===== config.mk =====
export PLATFORM = sky130hd
export DESIGN_NAME = ocr_frame_sequencer
export DESIGN_NICKNAME = d
export VERILOG_FILES = /design/src/rtl/ocr_frame_sequencer_pkg.sv /design/src/rtl/ocr_frame_sequencer_idle_timer.sv /design/src/rtl/ocr_frame_sequencer.sv
export SDC_FILE = /design/constraint.sdc
export NUM_CORES = 1
export LEC_CHECK = 0
export BUFFER_PORTS_ARGS = -buffer_cell sky130_fd_sc_hd__buf_2
export CORE_UTILIZATION = 34
export DETAILED_ROUTE_END_ITERATION = 8
export HOLD_SLACK_MARGIN = 0.15
export SYNTH_ARGS = -nofsm -noshare
export SYNTH_HDL_FRONTEND = slang
export SYNTH_SLANG_ARGS = --single-unit

===== constraint.sdc =====
create_clock -name i_Clock -period 1.6 [get_ports i_Clock]
set_input_delay 0 -clock i_Clock [delete_from_list [all_inputs] [get_ports i_Clock]]
set_output_delay 0 -clock i_Clock [all_outputs]
set_load 0.02 [all_outputs]

===== src/rtl/ocr_frame_sequencer_pkg.sv =====
// Shared encodings and constants for the OCR frame sequencer.
// Result bytes are ASCII digits; out-of-range classes map to '?'.
package ocr_frame_sequencer_pkg;

    localparam logic [2:0] ST_WAIT_FRAME  = 3'd0;
    localparam logic [2:0] ST_START_INFER = 3'd1;
    localparam logic [2:0] ST_WAIT_INFER  = 3'd2;
    localparam logic [2:0] ST_SEND        = 3'd3;
    localparam logic [2:0] ST_WAIT_TX     = 3'd4;
    localparam logic [2:0] ST_CLEAR       = 3'd5;

    localparam logic [7:0] ASCII_ZERO  = 8'h30;
    localparam logic [7:0] ASCII_ERR   = 8'h3F;
    localparam int         FRAME_BYTES = 98;
    localparam logic [3:0] MAX_CLASS   = 4'd9;

    function automatic logic [7:0] class_to_ascii(input logic [3:0] cls);
        return (cls <= MAX_CLASS) ? (ASCII_ZERO + {4'd0, cls}) : ASCII_ERR;
    endfunction

endpackage


===== src/rtl/ocr_frame_sequencer_idle_timer.sv =====
// Inter-byte idle timer: counts enabled cycles since the last clear and
// flags expiry on the cycle that completes LIMIT idle clocks.
module ocr_idle_timer #(
    parameter int LIMIT = 100
) (
    input  logic i_Clock,
    input  logic i_Rst_L,
    input  logic clear,
    input  logic enable,
    output logic expire
);

    localparam int             CW   = $clog2(LIMIT + 1);
    localparam logic [CW-1:0]  LAST = CW'(LIMIT - 1);

    logic [CW-1:0] count;

    always_ff @(posedge i_Clock or negedge i_Rst_L) begin
        if (!i_Rst_L)
            count <= '0;
        else if (clear || !enable)
            count <= '0;
        else if (count != LAST)
            count <= count + 1'b1;
    end

    assign expire = enable && !clear && (count == LAST);

endmodule


===== src/rtl/ocr_frame_sequencer.sv =====
// Sequences one OCR frame: collector full -> inference -> UART result -> re-arm.
// Define FRAME_TIMEOUT_EN to abort partial frames after TIMEOUT_CLKS idle clocks.
module ocr_frame_sequencer
    import ocr_frame_sequencer_pkg::*;
#(
    parameter int CLKS_PER_BIT = 5209,
    parameter int TIMEOUT_CLKS = 20 * CLKS_PER_BIT
) (
    input  logic        i_Clock,
    input  logic        i_Rst_L,
    input  logic        i_RX_DV,
    input  logic        i_Data_Ready,
    output logic        o_Collector_Clr,
    output logic        o_Infer_Start,
    input  logic        i_Infer_Done,
    input  logic [3:0]  i_Infer_Class,
    output logic        o_TX_DV,
    output logic [7:0]  o_TX_Byte,
    input  logic        i_TX_Done,
    output logic        o_Busy,
    output logic [15:0] o_Frame_Count,
    output logic        o_Error
);

    logic [2:0]  state;
    logic        ready_hold;
    logic [15:0] frame_cnt;
    logic        timeout;

`ifdef FRAME_TIMEOUT_EN
    // armed once a byte of a new frame has arrived; dropped whenever we leave WAIT_FRAME
    logic armed;
    logic rx_in_wait;
    logic expire;

    assign rx_in_wait = i_RX_DV && (state == ST_WAIT_FRAME);

    always_ff @(posedge i_Clock or negedge i_Rst_L) begin
        if (!i_Rst_L)
            armed <= 1'b0;
        else if (state != ST_WAIT_FRAME)
            armed <= 1'b0;
        else if (rx_in_wait)
            armed <= 1'b1;
    end

    ocr_idle_timer #(.LIMIT(TIMEOUT_CLKS)) u_idle_timer (
        .i_Clock (i_Clock),
        .i_Rst_L (i_Rst_L),
        .clear   (rx_in_wait),
        .enable  (armed && (state == ST_WAIT_FRAME)),
        .expire  (expire)
    );

    assign timeout = expire && !i_Data_Ready;
`else
    logic unused_rx_dv;
    assign unused_rx_dv = i_RX_DV;
    assign timeout      = 1'b0;
`endif

    always_ff @(posedge i_Clock or negedge i_Rst_L) begin
        if (!i_Rst_L) begin
            state           <= ST_WAIT_FRAME;
            ready_hold      <= 1'b0;
            o_Collector_Clr <= 1'b0;
            o_Infer_Start   <= 1'b0;
            o_TX_DV         <= 1'b0;
            o_TX_Byte       <= 8'h00;
            frame_cnt       <= 16'h0000;
            o_Error         <= 1'b0;
        end else begin
            o_Collector_Clr <= 1'b0;
            o_Infer_Start   <= 1'b0;
            o_TX_DV         <= 1'b0;
            ready_hold      <= 1'b0;
            case (state)
                ST_WAIT_FRAME: begin
                    // ready_hold masks the stale flag while the collector clears
                    if (i_Data_Ready && !ready_hold) begin
                        state <= ST_START_INFER;
                    end else if (timeout) begin
                        o_Error         <= 1'b1;
                        o_Collector_Clr <= 1'b1;
                        state           <= ST_CLEAR;
                    end
                end
                ST_START_INFER: begin
                    o_Infer_Start <= 1'b1;
                    state         <= ST_WAIT_INFER;
                end
                ST_WAIT_INFER: begin
                    if (i_Infer_Done) begin
                        o_TX_Byte <= class_to_ascii(i_Infer_Class);
                        if (i_Infer_Class > MAX_CLASS)
                            o_Error <= 1'b1;
                        o_TX_DV <= 1'b1;
                        state   <= ST_SEND;
                    end
                end
                ST_SEND: begin
                    state <= ST_WAIT_TX;
                end
                ST_WAIT_TX: begin
                    if (i_TX_Done) begin
                        frame_cnt       <= frame_cnt + 16'd1;
                        o_Collector_Clr <= 1'b1;
                        state           <= ST_CLEAR;
                    end
                end
                ST_CLEAR: begin
                    ready_hold <= 1'b1;
                    state      <= ST_WAIT_FRAME;
                end
                default: state <= ST_WAIT_FRAME;
            endcase
        end
    end

    assign o_Busy        = (state != ST_WAIT_FRAME);
    assign o_Frame_Count = frame_cnt;

endmodule


After elaboration in Yosys (flattened, before gate mapping)
Cells that the tools add are included.
{"block": "op_classes", "addsub": 2, "magnitude_cmp": 2, "n_eq_ne": 8, "mux": 11, "reduce_logical": 8}
{"operator": "16-bit by 1-bit adder with 16-bit output, second input constant", "n": 1}
{"operator": "3-bit one-hot mux with 5 select lines", "n": 1}
{"operator": "3-bit two-way mux", "n": 3}
{"operator": "6-bit by 4-bit adder with 7-bit output, first input constant", "n": 1}
{"operator": "7-bit two-way mux", "n": 1}
{"operator": "3-bit by 2-bit == test with 1-bit output, second input constant", "n": 2}
{"operator": "3-bit == test, second input constant", "n": 2}
{"operator": "1-bit two-way mux", "n": 6}
{"operator": "2-bit inequality test, second input constant", "n": 3}
{"operator": "3-bit AND reduction", "n": 2}
{"operator": "4-bit greater-than comparator, second input constant", "n": 1}
{"operator": "4-bit <= comparator, second input constant", "n": 1}
{"operator": "2-bit AND reduction", "n": 2}
{"operator": "3-bit by 1-bit == test with 1-bit output, second input constant", "n": 1}
{"operator": "3-bit logical NOT", "n": 1}
{"operator": "3-bit nonzero test", "n": 1}
{"operator": "1-bit logical AND", "n": 1}
{"operator": "1-bit logical NOT", "n": 1}
{"block": "word_totals", "regBits": 32, "out_inout_bits": 29, "word_cells": 39}

Longest topological paths before layout
Gate-level depths: netlist (run 1).
{"block": "depth", "depth_word": 4, "mapped_depth": 6, "mapped_depth_nobuf": 5}

Worst setup path after synthesis (run 1)
No wires, ideal clock.
{"block": "synth_path", "path_kind": "register to register", "startpoint": "register state[1]", "endpoint": "register frame_cnt[14] (netlist: o_Frame_Count[14])", "setup_time_ns": 0.080, "t_arrival_ns": 1.432, "required_time_ns": 1.520, "slack_ns": 0.089, "stages_incl_launch_ff": 7, "n_path_buf": 2, "period_less_slack_ns": 1.511, "path_cell_list": "dfrtp_1 -> buf_6 -> and4bb_2 -> buf_6 -> nand2_2 -> nor4_1 -> xor2_1"}
{"block": "synth_via", "elab_chain_len": 2}
{"item": "start, declared", "line_no": "ocr_frame_sequencer.sv:25", "source": "logic [2:0] state;"}
{"item": "start signal, assigned", "line_no": "ocr_frame_sequencer.sv:64", "source": "state <= ST_WAIT_FRAME;"}
{"item": "start signal, assigned", "line_no": "ocr_frame_sequencer.sv:81", "source": "state <= ST_START_INFER;"}
{"item": "start signal, assigned", "line_no": "ocr_frame_sequencer.sv:85", "source": "state <= ST_CLEAR;"}
{"item": "3-bit == test", "line_no": "ocr_frame_sequencer.sv:77", "source": "case (state)"}
{"item": "2-bit AND reduction (no line)"}
{"item": "end signal, assigned", "line_no": "ocr_frame_sequencer.sv:106", "source": "frame_cnt <= frame_cnt + 16'd1;"}
{"item": "end, declared", "line_no": "ocr_frame_sequencer.sv:27", "source": "logic [15:0] frame_cnt;"}
No other way between the ends.
A chain may end at the register's enable or synchronous reset.

Worst setup path after layout (run 1)
{"block": "layout_path", "startpoint": "register state[0]", "endpoint": "register frame_cnt[10] (netlist: o_Frame_Count[10])"}
The elaborated chain is that of the path after synthesis.

==> results of run 1 <==
## how the worst max path moves through the flow
stage | end | from | cells after the start
after global placement | o_TX_Byte[3]$_DFFE_PN0P_ | state[0]$_DFFE_PN0P_ | 4
after floorplan | o_Frame_Count[14]$_DFFE_PN0P_ | state[1]$_DFFE_PN0P_ | 6
final | o_Frame_Count[10]$_DFFE_PN0P_ | state[0]$_DFFE_PN0P_ | 4
after global routing | o_Frame_Count[13]$_DFFE_PN0P_ | state[0]$_DFFE_PN0P_ | 4
after CTS | o_Frame_Count[10]$_DFFE_PN0P_ | state[0]$_DFFE_PN0P_ | 4
after detailed placement | o_Frame_Count[10]$_DFFE_PN0P_ | state[0]$_DFFE_PN0P_ | 4
## registers in the layout (all words and copies together), names as in the netlist
signal / cells
ready_hold: 1
o_Frame_Count: 16
o_Collector_Clr: 1
o_TX_DV: 1
o_Error: 1
state: 3
o_TX_Byte: 5
o_Infer_Start: 1
## final cells by class
| cell class | count | area [um2] |
|---|---|---|
| sequential | 29 | 728 |
| clock buffer | 7 | 86.3 |
| multi-input combinational | 74 | 485 |
| inverter | 2 | 7.51 |
| tap | 46 | 57.6 |
| fill | 327 | 1790 |
| timing repair buffer | 47 | 283 |
## synthesized netlist by cell type
cell	instances
a21oi_1	5
a2bb2oi_1	1
and2_1	1
and3_1	1
and4_1	1
and4bb_2	1
buf_4	3
buf_6	2
clkbuf_1	1
conb_1	1
dfrtp_1	29
ha_1	1
inv_1	2
mux2_2	2
nand2_1	7
nand2_2	1
nand2b_1	1
nand3_1	4
nand4_1	5
nor2_1	8
nor2b_1	1
nor3_1	6
nor3b_1	1
nor4_1	2
nor4bb_1	1
o211ai_1	1
o21ai_0	1
o22a_1	1
o2bb2ai_1	1
or2_2	1
or3_1	1
xnor2_1	5
xor2_1	11
## kinds of logic (layout without fill, tap and decap cells)
kind of cell / count (synthesis) / count (layout) / synth area share (%)
DFF: 29 / 29 / 57.7
AOI/OAI and AO/OA: 10 / 10 / 5.07
muxes: 2 / 2 / 1.79
buffers and inverters: 8 / 56 / 4.48
xor gates and xnor gates: 16 / 16 / 11.1
other: 1 / 2 / 0.298
and+or+nand+nor: 43 / 43 / 18.5
adders and majority gates: 1 / 1 / 0.995
## power by group through the flow
stage / registers [W] / logic, W / clock network, W
detailed placement: 0.00101 / 0.000680 / 0
floorplan: 0.00114 / 0.000310 / 0
finish: 0.00100 / 0.000686 / 0.000598
global placement: 0.000998 / 0.000669 / 0
CTS: 0.000995 / 0.000694 / 0.000617
global route: 0.00102 / 0.000756 / 0.000670
## what timing repair did
item | CTS | global route
setup endpoints to repair | 0 | 5
resized for setup | 0 | 3
hold buffers | 7 | 0
hold endpoints to repair | 35 | 0
## through the flow
step           setup WS [ns]  power (W)  TNS [ns]
5_1_grt             -0.00691    0.00245   -0.0200
6_report              0.0938    0.00229         0
2_1_floorplan         0.0888    0.00145         0
3_3_place_gp           0.105    0.00167         0
4_1_cts               0.0682    0.00231         0
3_5_place_dp          0.0838    0.00169         0
## worst max-delay path, delay by kind of cell (launching register included)
kind             cells  cell delay, ns
flip-flops           1            0.42
AND/OR/NAND/NOR      3            0.84
XOR/XNOR             1            0.17
## layer usage
layer  vias to the layer above  global-route usage (%)  wire (um)
li1                        467                       -          -
met1                       446                    17.4       1130
met2                        34                    20.9       1150
met3                         4                    7.30        116
met4                         0                    10.8         36
met5                         -                       0          0
==> flow_metrics.env, run 1 <==
export IMPL_outcome="completed"
export IMPL_vias_per_cell=4.64
export IMPL_crit_fanout=6
export IMPL_worstSetupPathType="reg2reg"
export IMPL_initial_core_util_pct=36.5
export IMPL_routed_wl_um=2430
export IMPL_cts_tree="yes"
export IMPL_grt_pass1_wl_um=4310
export IMPL_syn_avg_cell_area_um2=11.4
export IMPL_port_buffers=35
export IMPL_final_util_pct=47.9
export IMPL_grt_overflow=0
export IMPL_final_area_mm2=0.00165
export IMPL_hold_start="i_Data_Ready"
export IMPL_remaining_drc_errors=0
export IMPL_p_comb_share_pct=30.0
export IMPL_die_y_um=62.8
export IMPL_fin_skew_ns=0.00899
export IMPL_clockRootBuffer="clkbuf_8"
export IMPL_clk_pin_slew_ns=0.06
export IMPL_cts_inserted_buffers=5
export IMPL_critPathLaunchType="register"
export IMPL_numClockSinks=29
export IMPL_timing_rr_end="o_Frame_Count[10]$_DFFE_PN0P_"
export IMPL_p_seq_share_pct=43.8
export IMPL_h_tree_depth=2
export IMPL_yosysSeqAreaShare_pct=57.7
export IMPL_die_area_mm2=0.00395
export IMPL_switchingPower_w=0.000761
export IMPL_core_mm2=0.00344
export IMPL_p_int_w=0.00153
export IMPL_max_slew_margin_rel_pct=57.9
export IMPL_dp_cells=191
export IMPL_critical_path_cell_chain="and4bb_2 > nand4_1 > nor3_1 > xor2_1"
export IMPL_reg2reg_slack_ns=0.09
export IMPL_grt_pass1_vias=931
export IMPL_areaGrowthSynthToFinish_pct=31.0
export IMPL_fin_crit_ns=1.51
export IMPL_synth_seq_cells=29
export IMPL_swShare_pct=33.3
export IMPL_synthCells=110
export IMPL_synth_top_area_cell="dfrtp_1"
export IMPL_diodes=0
export IMPL_final_cells=205
export IMPL_track_usage_pct=14.9
export IMPL_place_hpwl_um=1690
export IMPL_post_route_period_util_pct=94.1
export IMPL_hold_path_class="in2reg"
export IMPL_die_w_um=62.8
export IMPL_fin_nets=170
export IMPL_hold_slack_ns=0.267
export IMPL_place_congestion=0.791
export IMPL_ant_nets=0
export IMPL_drtPass1Iterations=4
export IMPL_hold_viol_final=0
export IMPL_cp_slowest_stage_delay_ns=0.42
export IMPL_maxCapViolations=0
export IMPL_rows=21
export IMPL_drv_slew=0
export IMPL_post_drt_wl_per_cell_um=11.9
export IMPL_max_slew_worst_pin_slew_ns=0.632
export IMPL_power_density_mw_per_mm2=1390
export IMPL_r2r_start="state[0]$_DFFE_PN0P_"
export IMPL_io_pin_count=39
export IMPL_power_leakage_nw=0.831
export IMPL_cts_buffer_depth=2
export IMPL_whs_path_depth=5
export IMPL_cp_slowest_cell="dfrtp_1"
export IMPL_rsz0062_at_grt="true"
export IMPL_irDropWorstVdd_mv=0.672
export IMPL_grt_max_degree=30
export IMPL_first_iter_violations=82
export IMPL_antenna_found_initial=0
export IMPL_via_count=951
export IMPL_synth_area_leaders="dfrtp_1, xor2_1, xnor2_1"
export IMPL_clockPowerShare_pct=26.2
export IMPL_r2r_cells=4
export IMPL_synth_area_mm2=0.00126
export IMPL_ys_types=33
export IMPL_synth_top_area_share_pct=57.7
export IMPL_clk_latency_ns=0.28
export IMPL_final_layout_size_suffix_gt1_share_pct=34.0
export IMPL_final_cell_mix="buf_2, dfrtp_1, xor2_1"
export IMPL_required_ns=1.80
export IMPL_finalSetupViolCount=0
export IMPL_hold_end="state[0]$_DFFE_PN0P_"
export IMPL_max_freq_ghz=0.664
export IMPL_cp_data_arrival_time_ns=1.71
export IMPL_yosysWarnings=0
export IMPL_post_cts_setup_buffer_count=0
export IMPL_endpoint_kind="register"
export IMPL_final_common_cell="buf_2"
export IMPL_placed_area_mm2=0.00148
(Power assumes the default switching activity.)
==> run 2, diff against run 1 <==
Settings changed: CELL_PAD_IN_SITES_DETAIL_PLACEMENT set to 1, CELL_PAD_IN_SITES_GLOBAL_PLACEMENT set to 1, PLACE_DENSITY_LB_ADDON set to 0.1.
==> run 2 against run 1 <==
Setup slack got worse by 0.0078 ns. Sequential cell count unchanged. Highest routed layer unchanged. Core utilization increased by 0.36 points. Non-clock buffer count increased by 2. Critical path depth unchanged.
==> flow_metrics.env, run 2 (synthesized netlist as in run 1, its figures left out) <==
export IMPL_remaining_drc_errors=0
export IMPL_cp_data_arrival_time_ns=1.67
export IMPL_core_mm2=0.00344
export IMPL_crit_path_start="state[0]$_DFFE_PN0P_"
export IMPL_clockRootBuffer="clkbuf_8"
export IMPL_final_area_mm2=0.00166
export IMPL_numClockSinks=29
export IMPL_power_density_mw_per_mm2=1390
export IMPL_clk_latency_ns=0.27
export IMPL_power_leakage_nw=0.843
export IMPL_cts_buffer_depth=2
export IMPL_drtPass1Iterations=3
export IMPL_track_usage_pct=15.2
export IMPL_vias_per_cell=4.73
export IMPL_crit_top_cell="buf_4"
export IMPL_worstSetupPathType="reg2reg"
export IMPL_cp_slowest_cell="dfrtp_1"
export IMPL_grt_overflow=0
export IMPL_post_drt_wl_per_cell_um=12.3
export IMPL_hold_path_class="in2async"
export IMPL_clk_pin_slew_ns=0.06
export IMPL_via_count=979
export IMPL_r2r_cells=4
export IMPL_maxCapViolations=0
export IMPL_rsz0062_at_grt="false"
export IMPL_outcome="completed"
export IMPL_grt_max_degree=30
export IMPL_endpoint_kind="register"
export IMPL_path_buf_inv=2
export IMPL_h_tree_depth=2
export IMPL_largest_reg_flops=16
export IMPL_worst_path_stages=4
export IMPL_reg2reg_slack_ns=0.09
export IMPL_critical_path_cell_chain="buf_4 > nor4bb_1 > buf_4 > mux2_2"
export IMPL_hold_slack_ns=0.284
export IMPL_fin_nets=172
export IMPL_routed_wl_um=2540
export IMPL_final_cell_mix="buf_2, dfrtp_1, xor2_1"
export IMPL_required_ns=1.76
export IMPL_io_pin_count=39
export IMPL_port_buffers=35
export IMPL_max_freq_ghz=0.661
export IMPL_die_y_um=62.8
export IMPL_r2r_start="state[0]$_DFFE_PN0P_"
export IMPL_max_slew_margin_rel_pct=57.3
export IMPL_crit_fanout=10
export IMPL_final_layout_size_suffix_gt1_share_pct=33.5
export IMPL_finalSetupViolCount=0
export IMPL_placed_area_mm2=0.00150
export IMPL_grt_pass1_wl_um=4490
export IMPL_grt_pass1_vias=1014
export IMPL_rows=21
export IMPL_switchingPower_w=0.000763
export IMPL_die_area_mm2=0.00395
export IMPL_p_seq_share_pct=41.3
export IMPL_post_route_period_util_pct=94.6
export IMPL_crit_family="buffers and inverters"
export IMPL_timing_rr_end="o_TX_Byte[3]$_DFFE_PN0P_"
export IMPL_cts_tree="yes"
export IMPL_first_iter_violations=29
export IMPL_die_w_um=62.8
export IMPL_ant_nets=0
export IMPL_antenna_found_initial=0
export IMPL_areaGrowthSynthToFinish_pct=32.0
export IMPL_fin_crit_ns=1.51
export IMPL_place_hpwl_um=1840
export IMPL_n_fill_cell=403
export IMPL_irDropWorstVdd_mv=0.471
export IMPL_hold_viol_final=0
export IMPL_drv_slew=0
export IMPL_cp_slowest_stage_delay_ns=0.38
export IMPL_cts_inserted_buffers=5
export IMPL_clockPowerShare_pct=25.4
export IMPL_tns_ns=0
export IMPL_fin_skew_ns=0.00160
export IMPL_initial_core_util_pct=36.5
export IMPL_diodes=0
export IMPL_final_common_cell="buf_2"
export IMPL_swShare_pct=33.0
export IMPL_place_congestion=0.782
export IMPL_max_slew_worst_pin_slew_ns=0.640
export IMPL_endpoint="o_TX_Byte[3]$_DFFE_PN0P_"
export IMPL_p_int_w=0.00155
export IMPL_critPathLaunchType="register"
export IMPL_p_comb_share_pct=33.3
==> run 2: metal layers <==
| metal | vias up | share of wire (%) | track usage [%] |
|---|---|---|---|
| li1 | 476 | - | - |
| met1 | 470 | 47 | 18.2 |
| met2 | 28 | 47 | 23.9 |
| met3 | 5 | 4.6 | 5.11 |
| met4 | 0 | 2.0 | 8.72 |
| met5 | - | 0 | 0 |
==> run 2: worst min path at each step <==
stage | from | to | cells after the start
2_1_floorplan | i_Rst_L | o_Collector_Clr$_DFF_PN0_ | 0
3_3_place_gp | i_Rst_L | o_Error$_DFFE_PN0P_ | 1
4_1_cts | i_Data_Ready | state[0]$_DFFE_PN0P_ | 5
6_report | i_Rst_L | o_TX_Byte[0]$_DFFE_PN0P_ | 2
5_1_grt | i_Data_Ready | state[0]$_DFFE_PN0P_ | 5
3_5_place_dp | i_Rst_L | o_TX_Byte[0]$_DFFE_PN0P_ | 1
==> run 2: what timing repair did <==
item,CTS,global route
gates resized for setup,0,1
buffers inserted,0,0
hold buffers,7,0
hold endpoints to repair,35,0
endpoints found under the setup margin,0,1
==> run 2: power groups by stage <==
stage               clock, W  combinational, W  sequential, W
floorplan                  0          0.000310        0.00114
global placement           0          0.000744       0.000961
detailed placement         0          0.000769       0.000969
CTS                 0.000623          0.000784       0.000957
global route        0.000653          0.000846       0.000975
finish              0.000589          0.000770       0.000956
==> run 2: cell type report <==
cell class / count / area (um2) / share of cell area (%)
multi-input cells: 74 / 485 / 29.2
well taps: 46 / 57.6 / 3.47
inverters: 2 / 7.51 / 0.452
flip-flops and latches: 29 / 726 / 43.7
repair buffers: 49 / 298 / 17.9
clock buffers: 7 / 86.3 / 5.20
==> run 2: worst register-to-register path, delay by kind of cell (launching register included) <==
kind	cells	cell delay (ns)
DFF	1	0.38
muxes	1	0.34
and+or+nand+nor	1	0.30
buffers and inverters	2	0.39
==> run 2: stage by stage <==
stage | setup WS (ns) | total power [W] | std cells | util (%)
after floorplan | 0.0888 | 0.00145 | 111 | -
after global placement | 0.153 | 0.00170 | 193 | 43.5
after detailed placement | 0.0953 | 0.00174 | 193 | 43.5
after CTS | 0.0832 | 0.00236 | 207 | 48.1
after global routing | 0.00811 | 0.00247 | 207 | 48.2
final | 0.0860 | 0.00232 | 207 | 48.2
